## config.mk

```make
export PLATFORM = sky130hd
export DESIGN_NAME = output_writeback
export DESIGN_NICKNAME = d
export VERILOG_FILES = /design/src/rtl/conv_pkg.sv /design/src/rtl/requant_sat.sv /design/src/rtl/output_writeback.sv
export SDC_FILE = /design/constraint.sdc
export NUM_CORES = 1
export LEC_CHECK = 0
export ABC_CLOCK_PERIOD_IN_PS = 4600
export CAP_MARGIN = 0
export CELL_PAD_IN_SITES_DETAIL_PLACEMENT = 2
export CELL_PAD_IN_SITES_GLOBAL_PLACEMENT = 2
export CORE_ASPECT_RATIO = 0.8
export CORE_MARGIN = 8
export CORE_UTILIZATION = 34
export CTS_CLUSTER_SIZE = 8
export DETAILED_ROUTE_END_ITERATION = 6
export PLACE_DENSITY_LB_ADDON = 0.1
export SLEW_MARGIN = 40
export SYNTH_ARGS = -nofsm -noshare
export SYNTH_HDL_FRONTEND = slang
export SYNTH_SLANG_ARGS = --single-unit
```

## constraint.sdc

```tcl
create_clock -name clk -period 4.6 [get_ports clk]
set_clock_uncertainty 0.05 [all_clocks]
set_input_delay 0.69 -clock clk [delete_from_list [all_inputs] [get_ports clk]]
set_output_delay 0.69 -clock clk [all_outputs]
set_load 0.02 [all_outputs]
```

## src/rtl/conv_pkg.sv

```systemverilog
`default_nettype none
// ============================================================================
// Module      : conv_pkg
// Description : Shared constants and types for the conv engine's output
//               writeback path: element/bus/accumulator/address widths, the
//               default output depth and the writeback FSM state encoding.
// Revision    : 1.0 - initial release
// ============================================================================
package conv_pkg;

   // 20x20x64 elements packed two per memory word
   localparam int OUTPUT_DEPTH = 12800;
   localparam int ELEM_BW      = 8;
   localparam int BUS_BW       = 16;
   localparam int ACC_BW       = 20;
   localparam int ADDR_BW      = 14;
   localparam int BUF_AW       = 15;
   localparam int SHIFT_BW     = 5;

   typedef enum logic [2:0] {
      IDLE  = 3'd0,
      RD_LO = 3'd1,
      RD_HI = 3'd2,
      WRITE = 3'd3,
      DONE  = 3'd4
   } wb_state_t;

endpackage
`default_nettype wire

```

## src/rtl/requant_sat.sv

```systemverilog
`default_nettype none
// ============================================================================
// Module      : requant_sat
// Description : Combinational requantiser. Arithmetic right shift of a signed
//               accumulator, optional ReLU, then saturation to a signed
//               ELEM_BW-bit element.
// Ports       : acc     in  ACC_BW   signed accumulator
//               shift   in  SHIFT_BW arithmetic right-shift amount
//               relu_en in  1        clamp negative results to zero
//               q       out ELEM_BW  saturated signed element
// Revision    : 1.0 - initial release
// ============================================================================
module requant_sat
   import conv_pkg::*;
#(
   parameter int ACC_BW   = conv_pkg::ACC_BW,
   parameter int ELEM_BW  = conv_pkg::ELEM_BW,
   parameter int SHIFT_BW = conv_pkg::SHIFT_BW
)(
   input  logic signed [ACC_BW-1:0]   acc,
   input  logic        [SHIFT_BW-1:0] shift,
   input  logic                       relu_en,
   output logic signed [ELEM_BW-1:0]  q
);

   logic signed [ACC_BW-1:0]    w_shifted;
   logic signed [ACC_BW-1:0]    w_relu;
   // Bits from the element sign position upward; the value fits in ELEM_BW
   // bits exactly when these are all equal.
   logic [ACC_BW-ELEM_BW:0]     w_top;

   always_comb begin
      // Shifts of ACC_BW or more fill with the sign bit, giving 0 or -1.
      w_shifted = acc >>> shift;
      w_relu    = (relu_en && w_shifted[ACC_BW-1]) ? '0 : w_shifted;
      w_top     = w_relu[ACC_BW-1:ELEM_BW-1];
      if ((w_top == '0) || (w_top == '1)) begin
         q = w_relu[ELEM_BW-1:0];
      end else if (w_relu[ACC_BW-1]) begin
         q = {1'b1, {(ELEM_BW-1){1'b0}}};
      end else begin
         q = {1'b0, {(ELEM_BW-1){1'b1}}};
      end
   end

endmodule
`default_nettype wire

```

## src/rtl/output_writeback.sv

```systemverilog
`default_nettype none
// ============================================================================
// Module      : output_writeback
// Description : Drains the conv output buffer to external memory. Each memory
//               word is built from two buffer reads (lo then hi element),
//               requantised to ELEM_BW bits and written over a valid/ready
//               bus. Issues a one-cycle done pulse after the last word.
// Ports       : clk, reset_n                 clock, async active-low reset
//               start, abort                 begin / cancel a writeback
//               base_addr, shift, relu_en    config, sampled on accepted start
//               buf_rd_en/addr/data          output-buffer sync read port
//               mem_wr_valid/ready/addr/data memory write channel
//               busy, done                   status
// Revision    : 1.0 - initial release
// ============================================================================
module output_writeback
   import conv_pkg::*;
#(
   parameter int OUTPUT_DEPTH = conv_pkg::OUTPUT_DEPTH,
   parameter int ELEM_BW      = conv_pkg::ELEM_BW,
   parameter int BUS_BW       = conv_pkg::BUS_BW,
   parameter int ACC_BW       = conv_pkg::ACC_BW,
   parameter int ADDR_BW      = conv_pkg::ADDR_BW,
   parameter int BUF_AW       = conv_pkg::BUF_AW
)(
   input  logic                clk,
   input  logic                reset_n,
   input  logic                start,
   input  logic                abort,
   input  logic [ADDR_BW-1:0]  base_addr,
   input  logic [SHIFT_BW-1:0] shift,
   input  logic                relu_en,
   output logic                buf_rd_en,
   output logic [BUF_AW-1:0]   buf_rd_addr,
   input  logic [ACC_BW-1:0]   buf_rd_data,
   output logic                mem_wr_valid,
   input  logic                mem_wr_ready,
   output logic [ADDR_BW-1:0]  mem_wr_addr,
   output logic [BUS_BW-1:0]   mem_wr_data,
   output logic                busy,
   output logic                done
);

   // Word counter width: element address is {k, lo/hi select}
   localparam int KW = BUF_AW - 1;

   wb_state_t                  r_state;
   wb_state_t                  w_state_nxt;

   logic [KW-1:0]              r_k;
   logic [ADDR_BW-1:0]         r_base;
   logic [SHIFT_BW-1:0]        r_shift;
   logic                       r_relu;
   logic [ELEM_BW-1:0]         r_lo;
   logic [ELEM_BW-1:0]         r_hi;
   logic                       r_hi_vld;

   logic signed [ELEM_BW-1:0]  w_q;
   logic [ELEM_BW-1:0]         w_hi;
   logic                       w_lsb;
   logic                       w_last;
   logic                       w_accept_start;

   // Both elements of a word come from the same read port, one cycle apart,
   // so a single requantiser serves the lo and hi captures.
   requant_sat #(
      .ACC_BW   (ACC_BW),
      .ELEM_BW  (ELEM_BW),
      .SHIFT_BW (SHIFT_BW)
   ) u_requant (
      .acc     (buf_rd_data),
      .shift   (r_shift),
      .relu_en (r_relu),
      .q       (w_q)
   );

   assign w_last         = (r_k == KW'(OUTPUT_DEPTH - 1));
   assign w_accept_start = (r_state == IDLE) && start && !abort;

   // ---------------------------------------------------------------- FSM
   always_ff @(posedge clk or negedge reset_n) begin
      if (!reset_n) begin
         r_state <= IDLE;
      end else begin
         r_state <= w_state_nxt;
      end
   end

   always_comb begin
      w_state_nxt  = r_state;
      buf_rd_en    = 1'b0;
      w_lsb        = 1'b0;
      mem_wr_valid = 1'b0;
      busy         = 1'b0;
      done         = 1'b0;
      case (r_state)
         IDLE: begin
            if (start) begin
               w_state_nxt = RD_LO;
            end
         end
         RD_LO: begin
            buf_rd_en   = 1'b1;
            busy        = 1'b1;
            w_state_nxt = RD_HI;
         end
         RD_HI: begin
            buf_rd_en   = 1'b1;
            w_lsb       = 1'b1;
            busy        = 1'b1;
            w_state_nxt = WRITE;
         end
         WRITE: begin
            mem_wr_valid = 1'b1;
            busy         = 1'b1;
            if (mem_wr_ready) begin
               w_state_nxt = w_last ? DONE : RD_LO;
            end
         end
         DONE: begin
            done        = 1'b1;
            w_state_nxt = IDLE;
         end
         default: begin
            w_state_nxt = IDLE;
         end
      endcase
      // Abort overrides every transition, including a start in IDLE.
      if (abort) begin
         w_state_nxt = IDLE;
      end
   end

   // ----------------------------------------------------------- datapath
   always_ff @(posedge clk or negedge reset_n) begin
      if (!reset_n) begin
         r_k      <= '0;
         r_base   <= '0;
         r_shift  <= '0;
         r_relu   <= 1'b0;
         r_lo     <= '0;
         r_hi     <= '0;
         r_hi_vld <= 1'b0;
      end else begin
         if (w_accept_start) begin
            r_k     <= '0;
            r_base  <= base_addr;
            r_shift <= shift;
            r_relu  <= relu_en;
         end
         // Lo element's read data is present during RD_HI.
         if (r_state == RD_HI) begin
            r_lo     <= w_q;
            r_hi_vld <= 1'b0;
         end
         // Hi element's read data is present only in the first WRITE cycle;
         // hold it so the bus word stays stable under backpressure.
         if ((r_state == WRITE) && !r_hi_vld) begin
            r_hi     <= w_q;
            r_hi_vld <= 1'b1;
         end
         if ((r_state == WRITE) && mem_wr_ready && !w_last) begin
            r_k <= r_k + KW'(1);
         end
      end
   end

   // First WRITE cycle forwards the hi element straight from the read port.
   assign w_hi        = r_hi_vld ? r_hi : w_q;
   assign buf_rd_addr = buf_rd_en ? {r_k, w_lsb} : '0;
   assign mem_wr_addr = mem_wr_valid ? (r_base + ADDR_BW'(r_k)) : '0;
   assign mem_wr_data = mem_wr_valid ? {w_hi, r_lo} : '0;

endmodule
`default_nettype wire

```

==> impl_metrics.csv, run 1 <==
group,metric,value,unit
status,outcome,"finished clean",
final_layout,antennaDiodeCount,0,
drt,drtIter0Drc,226,
sta,clock.fmax,223,MHz
drt,viasPerCell,5.45,
yosys,avgSynthCellArea,9.18,um^2
grt,grt_max_degree,55,
worst_setup_path,worstSetupPathType,"in -> out",
sta,relSlewSlack,0.501,
grt,grt_pass1_vias,4388,
sta,period_needed,4.48,ns
final_layout,finalInstanceArea,0.00576,mm^2
yosys,netlist_area,0.00434,mm^2
sta,worstMarginPinSlew,0.749,ns
sta,fin_ws,0.118,ns
yosys,yosysWarnings,0,
grt,grt_antenna_before_repair,0,
power,power.total,2190,uW
yosys,synth_common_cells,"dfrtp_1, nand2_1, a21oi_1, nor2_1, o21ai_0",
worst_setup_path,cp_num_buf_inv,3,
drt,routed_wl,15500,um
drt,drc,0,
worst_setup_path,start_kind,"primary input",
grt,gr-total-overflow,0,
yosys,synth_top_cell_by_area,"dfrtp_1",
worst_setup_path,cp_slowest_cell,"mux4_1",
clocking,cts_buffers,5,
final_layout,final_cells,748,
placement,post-place-ws,-0.0473,ns
clocking,path_clk_slew,0.07,ns
drt,vias,4079,
worst_setup_path,critPathCapture,"mem_wr_data[14]",
sta,finalSetupViolCount,0,
sta,period_share,0.974,
worst_setup_path,crit_fanout,6,
clocking,cts_tree,"yes",
clocking,cts_sinks,54,
clocking,postCtsHoldBufs,0,
final_layout,drive_above_1_share,0.161,
power,ir_drop,0.176,mV
power,powerDensity,380,mW/mm^2
placement,place.detailed.hpwl,12200,um
yosys,synth.top_cell.area_share,0.311,
yosys,synth-edff-count,0,
worst_setup_path,worst-path-stages,10,
worst_setup_path,cp.arrival,3.74,ns
yosys,ys_seq_elements,54,
yosys,yosys-top-cells-area,"dfrtp_1, mux2_2, mux2i_1",
worst_setup_path,cp.required,3.86,ns
worst_hold_path,hp-class,"in -> async",
worst_setup_path,crit_start,"buf_rd_data[15]",
power,p_leak,0.00249,uW
worst_setup_path,crit_path_cell_trace,"clkdlybuf4s50_1 -> mux4_1 -> mux2i_1 -> nor2_1 -> nor4b_1 -> a211oi_2 -> buf_4 -> a21oi_1 -> a21oi_1 -> clkdlybuf4s50_1",
placement,routabilityCongestion,0.877,
clocking,h-tree-depth,2,
sta,drv_slew,0,
floorplanning,die_y,117,um
floorplanning,num_io_pins,94,
yosys,synthArstFlopShare,1.00,
floorplanning,initial_core_util,0.342,
yosys,syn-instance-count,473,
worst_setup_path,worstSetupEndpointType,"output port",
final_layout,syn_to_final_growth,32.7,%
yosys,yosysMostFrequentCell,"dfrtp_1",
worst_setup_path,worstReg2RegEnd,"r_hi[1]",
placement,io_buffer_count,93,
floorplanning,coreArea,0.0127,mm^2
worst_setup_path,r2r.worst_path.cells,11,
worst_setup_path,rr_startpoint,"r_shift[1]",
drt,ant_nets,0,
clocking,clk_latency,0.29,ns
final_layout,nets,632,
clocking,cts_buffer_depth,2,
clocking,cts_root_buf,"clkbuf_16",
placement,dp_cells,737,
floorplanning,die_x,142,um
flow_run,max_cap_violations,0,
worst_setup_path,r2r_slack,1.32,ns
drt,drt-pass1-iter-count,4,
floorplanning,fp.dieArea,0.0167,mm^2
floorplanning,fp-row-count,37,
grt,grt.total_usage,0.188,
drt,wl_per_cell,20.7,um
yosys,yosysSeqAreaShare,0.311,
worst_setup_path,max_stage_delay,0.61,ns
yosys,ys_types,56,
yosys,synth_nets,533,
grt,grt_pass1_wl,24600,um
placement,placed_area,0.00552,mm^2
sta,fin_tns_setup,0,ns
sta,hold_viol_final,0,
yosys,synth_ff_type,"dfrtp_1",
worst_setup_path,crit_family,"buffers and inverters",
## kinds of logic (layout without fill, tap and decap cells)
| group | after synthesis | count (layout) | share of synthesized area |
|---|---|---|---|
| simple gates | 161 | 161 | 0.181 |
| fa+ha+maj | 15 | 15 | 0.0450 |
| xor+xnor | 11 | 11 | 0.0222 |
| flops | 54 | 54 | 0.311 |
| compound gates | 120 | 120 | 0.174 |
| mux | 70 | 70 | 0.222 |
| buf+inv | 42 | 142 | 0.0450 |
## worst min path at each step
stage | startpoint | end | slack, ns | depth (start not counted)
2_1_floorplan | reset_n | r_base[0] | 0.34 | 0
3_3_place_gp | r_base[2] | r_base[2] | 0.44 | 1
3_5_place_dp | r_base[8] | r_base[8] | 0.45 | 1
4_1_cts | r_base[8] | r_base[8] | 0.47 | 1
5_1_grt | r_base[0] | r_base[0] | 0.48 | 1
6_report | reset_n | r_base[9] | 0.47 | 2
## cell type report
| class | instances | area [um^2] |
|---|---|---|
| clock buffers | 6 | 139 |
| clock inverters | 2 | 38.8 |
| fillers | 1364 | 6930 |
| inverters | 16 | 60.1 |
| multi-input cells | 377 | 2830 |
| flip-flops and latches | 54 | 1350 |
| well taps | 175 | 219 |
| repair buffers | 118 | 1120 |
## metal layers
metal  share of wire  wire (um)  global-route usage
met2            0.44       6830               0.279
met5               0          0                   0
met1            0.51       7930               0.277
met3           0.041        634              0.0389
met4          0.0061         95              0.0353
## layout by cell type, fill, tap and decap left out, drive strengths merged, types with 4 or more instances in the layout
cell	instances
a211oi	6
or3	4
ha	14
mux2i	23
o31ai	4
and2	28
dfrtp	54
nand3	9
nor3	8
o211ai	4
xor2	5
clkbuf	6
mux4	16
o21ai	35
nor2	40
nand2	45
xnor2	6
a21o	5
mux2	31
buf	26
a21oi	43
and3	10
clkdlybuf4s50	87
inv	16
a211o	5
## repair_timing
action,in CTS,in global routing
setup endpoints to repair,7,7
pin swaps,0,1
hold endpoints to repair,0,0
gates resized for setup,3,12
setup buffers,0,3
## power breakdown
group	switching [uW]	leakage (uW)	internal, uW
Combinational	546	0.00175	480
Clock	184	0.0000875	274
Sequential	106	0.000659	596
## state kept, by name, indices dropped and copies added (netlist names)
| register | flops |
|---|---|
| r_relu | 1 |
| r_state | 3 |
| r_hi | 8 |
| r_shift | 5 |
| r_lo | 8 |
| r_hi_vld | 1 |
| r_k | 14 |
| r_base | 14 |
## per-stage QoR
stage | hold slack, ns | util
4_1_cts | 0.470 | 0.449
3_5_place_dp | 0.452 | 0.435
5_1_grt | 0.477 | 0.454
2_1_floorplan | 0.344 | -
3_3_place_gp | 0.442 | 0.435
6_report | 0.466 | 0.454
Power figures use the tool's default switching activity.
==> inputs of run 2 (changes only) <==
--- a/config.mk
+++ b/config.mk
@@ -5,13 +5,13 @@
 export SDC_FILE = /design/constraint.sdc
 export NUM_CORES = 1
 export LEC_CHECK = 0
-export ABC_CLOCK_PERIOD_IN_PS = 4600
+export ABC_CLOCK_PERIOD_IN_PS = 3740
 export CAP_MARGIN = 0
 export CELL_PAD_IN_SITES_DETAIL_PLACEMENT = 2
 export CELL_PAD_IN_SITES_GLOBAL_PLACEMENT = 2
 export CORE_ASPECT_RATIO = 0.8
 export CORE_MARGIN = 8
-export CORE_UTILIZATION = 34
+export CORE_UTILIZATION = 28
 export CTS_CLUSTER_SIZE = 8
 export DETAILED_ROUTE_END_ITERATION = 6
 export PLACE_DENSITY_LB_ADDON = 0.1
==> constraint.sdc (replaced) <==
create_clock -name clk -period 3.74 [get_ports clk]
set_clock_uncertainty 0.05 [all_clocks]
set_input_delay 0.561 -clock clk [delete_from_list [all_inputs] [get_ports clk]]
set_output_delay 0.561 -clock clk [all_outputs]
set_load 0.02 [all_outputs]
==> impl_metrics.csv, run 2 (synthesis results as in run 1) <==
group,metric,value,unit
status,outcome,"finished clean",
worst_setup_path,cp.required,3.13,ns
clocking,postCtsHoldBufs,0,
floorplanning,num_io_pins,94,
power,p_comb_frac,0.545,
final_layout,reg_top3,"r_base x14, r_k x14",
placement,routabilityCongestion,0.830,
drt,met1_length,8570,um
worst_setup_path,cp_slowest_cell,"dfrtp_1",
drt,viasPerCell,5.15,
power,p_int,1910,uW
grt,grt_max_degree,47,
drt,vias,4289,
clocking,cts_buffer_depth,2,
power,p_leak,0.00280,uW
drt,wl_per_cell,20.5,um
flow_run,max_cap_violations,0,
placement,io_buffer_count,93,
final_layout,fin_util,0.420,
power,seq_power_share,0.273,
floorplanning,die_x,155,um
worst_setup_path,start_kind,"flop",
worst_setup_path,worstSetupEndpointType,"output port",
drt,top_layer_used,"met4",
power,switching_share,0.386,
drt,drt-pass1-iter-count,4,
drt,ant_nets,0,
final_layout,syn_to_final_growth,46.4,%
sta,finalSetupViolCount,0,
worst_hold_path,hp-class,"in -> async",
power,ir_drop,0.177,mV
drt,drc,0,
clocking,h-tree-depth,2,
worst_setup_path,crit_path_cell_trace,"buf_12 -> buf_4 -> inv_1 -> mux2_2 -> a221o_1 -> buf_4 -> o32ai_4 -> a211oi_4 -> buf_12 -> a31oi_4 -> a21oi_2 -> buf_6",
grt,grt_pass1_wl,27200,um
sta,clock.fmax,272,MHz
placement,place.detailed.hpwl,13100,um
final_layout,drive_above_1_share,0.278,
drt,drtIter0Drc,219,
power,power.total,3110,uW
grt,gr-total-overflow,0,
floorplanning,coreArea,0.0151,mm^2
clocking,cts_root_buf,"clkbuf_16",
grt,grt_antenna_before_repair,0,
clocking,clk_latency,0.31,ns
sta,hold_viol_final,0,
sta,fin_tns_setup,0,ns
final_layout,layout_common_cells,"buf_4, clkdlybuf4s50_1, dfrtp_1, nand2_1, nor2_1",
final_layout,layout_commonest_cell,"buf_4",
final_layout,antennaDiodeCount,0,
sta,drv_slew,0,
grt,grt_pass1_vias,4755,
sta,period_needed,3.68,ns
power,p_clk_frac,0.182,
floorplanning,die_y,127,um
placement,placed_area,0.00587,mm^2
clocking,cts_tree,"yes",
drt,routed_wl,17100,um
drt,routed-wl-met3,755,um
worst_setup_path,cp.arrival,3.06,ns
sta,worstMarginPinSlew,0.751,ns
final_layout,finalInstanceArea,0.00635,mm^2
sta,rsz0062_at_grt,"true",
floorplanning,initial_core_util,0.287,
worst_setup_path,crit_fanout,16,
clocking,cts_buffers,5,
clocking,cts_sinks,54,
floorplanning,fp.dieArea,0.0198,mm^2
clocking,path_clk_slew,0.08,ns
worst_setup_path,max_stage_delay,0.40,ns
worst_setup_path,worstSetupPathType,"reg -> out",
power,powerDensity,489,mW/mm^2
grt,grt.total_usage,0.173,
drt,wl_met2,7620,um
final_layout,nets,682,
sta,whs,0.203,ns
sta,period_share,0.983,
power,p_switching,1200,uW
sta,relSlewSlack,0.494,
floorplanning,fp-row-count,40,
==> run 2: cell count changes in the layout (fill, tap and decap cells not counted), sizes merged <==
cell,previous run,this run
buf,26,84
clkdlybuf4s50,87,68
dlygate4sd2,2,8
dlymetal6s2s,3,7
inv,16,17
==> run 2: final timing paths <==
check,end,from,cells past startpoint,slack (ns)
min,r_base[7],reset_n,1,0.20
max reg2reg,r_hi[1],r_shift[0],18,0.14
min in group clk,r_base[0],r_base[0],1,0.47
max,mem_wr_data[9],r_shift[1],12,0.06
max in group asynchronous,r_hi[5],reset_n,2,2.83
min reg2reg,r_base[0],r_base[0],1,0.47
==> run 2: final cells by class <==
| type | instances | area (um^2) |
|---|---|---|
| sequential | 54 | 1350 |
| clock inverter | 3 | 47.5 |
| inverter | 16 | 60.1 |
| clock buffer | 5 | 125 |
| timing repair buffer | 168 | 1510 |
| fill | 1656 | 8760 |
| multi-input combinational | 377 | 3000 |
| tap | 210 | 263 |
==> run 2: power by group through the flow <==
stage / Clock (uW) / Sequential, uW / Combinational, uW
4_1_cts: 581 / 846 / 1570
6_report: 565 / 847 / 1690
5_1_grt: 603 / 871 / 1830
3_5_place_dp: 0 / 858 / 1400
2_1_floorplan: 0 / 809 / 871
3_3_place_gp: 0 / 846 / 1360
==> run 2: per-layer routing <==
| metal | up-vias | GRT usage |
|---|---|---|
| met1 | 2183 | 0.251 |
| li1 | 2017 | - |
| met4 | 0 | 0.0273 |
| met5 | - | 0 |
| met3 | 13 | 0.0364 |
| met2 | 76 | 0.261 |
==> run 2: what timing repair did <==
| item | in CTS | in global routing |
|---|---|---|
| cloned | 0 | 0 |
| setup endpoints to repair | 12 | 12 |
| pin swaps | 4 | 8 |
| buffers inserted | 11 | 3 |
| gates resized for setup | 71 | 35 |
==> run 2: through the flow <==
| stage | std cells | setup slack [ns] |
|---|---|---|
| floorplan | 473 | 0.558 |
| global placement | 811 | -0.614 |
| detailed placement | 811 | -0.815 |
| CTS | 830 | -0.00712 |
| global route | 833 | -0.0445 |
| finish | 833 | 0.0649 |
==> run 2: critical path, delay by kind of cell (launching register included) <==
kind / cells / cell delay (ns)
AOI/OAI and AO/OA: 5 / 1.09
buffers and inverters: 6 / 0.88
DFF: 1 / 0.40
muxes: 1 / 0.37
==> inputs of run 3 (changes only) <==
--- a/config.mk
+++ b/config.mk
@@ -14,6 +14,7 @@
 export CORE_UTILIZATION = 28
 export CTS_CLUSTER_SIZE = 8
 export DETAILED_ROUTE_END_ITERATION = 6
+export GPL_TIMING_DRIVEN = 1
 export PLACE_DENSITY_LB_ADDON = 0.1
 export SLEW_MARGIN = 40
 export SYNTH_ARGS = -nofsm -noshare
==> results of run 3 <==
Same layout as run 2: the final DEF is identical, and so are final timing and power.
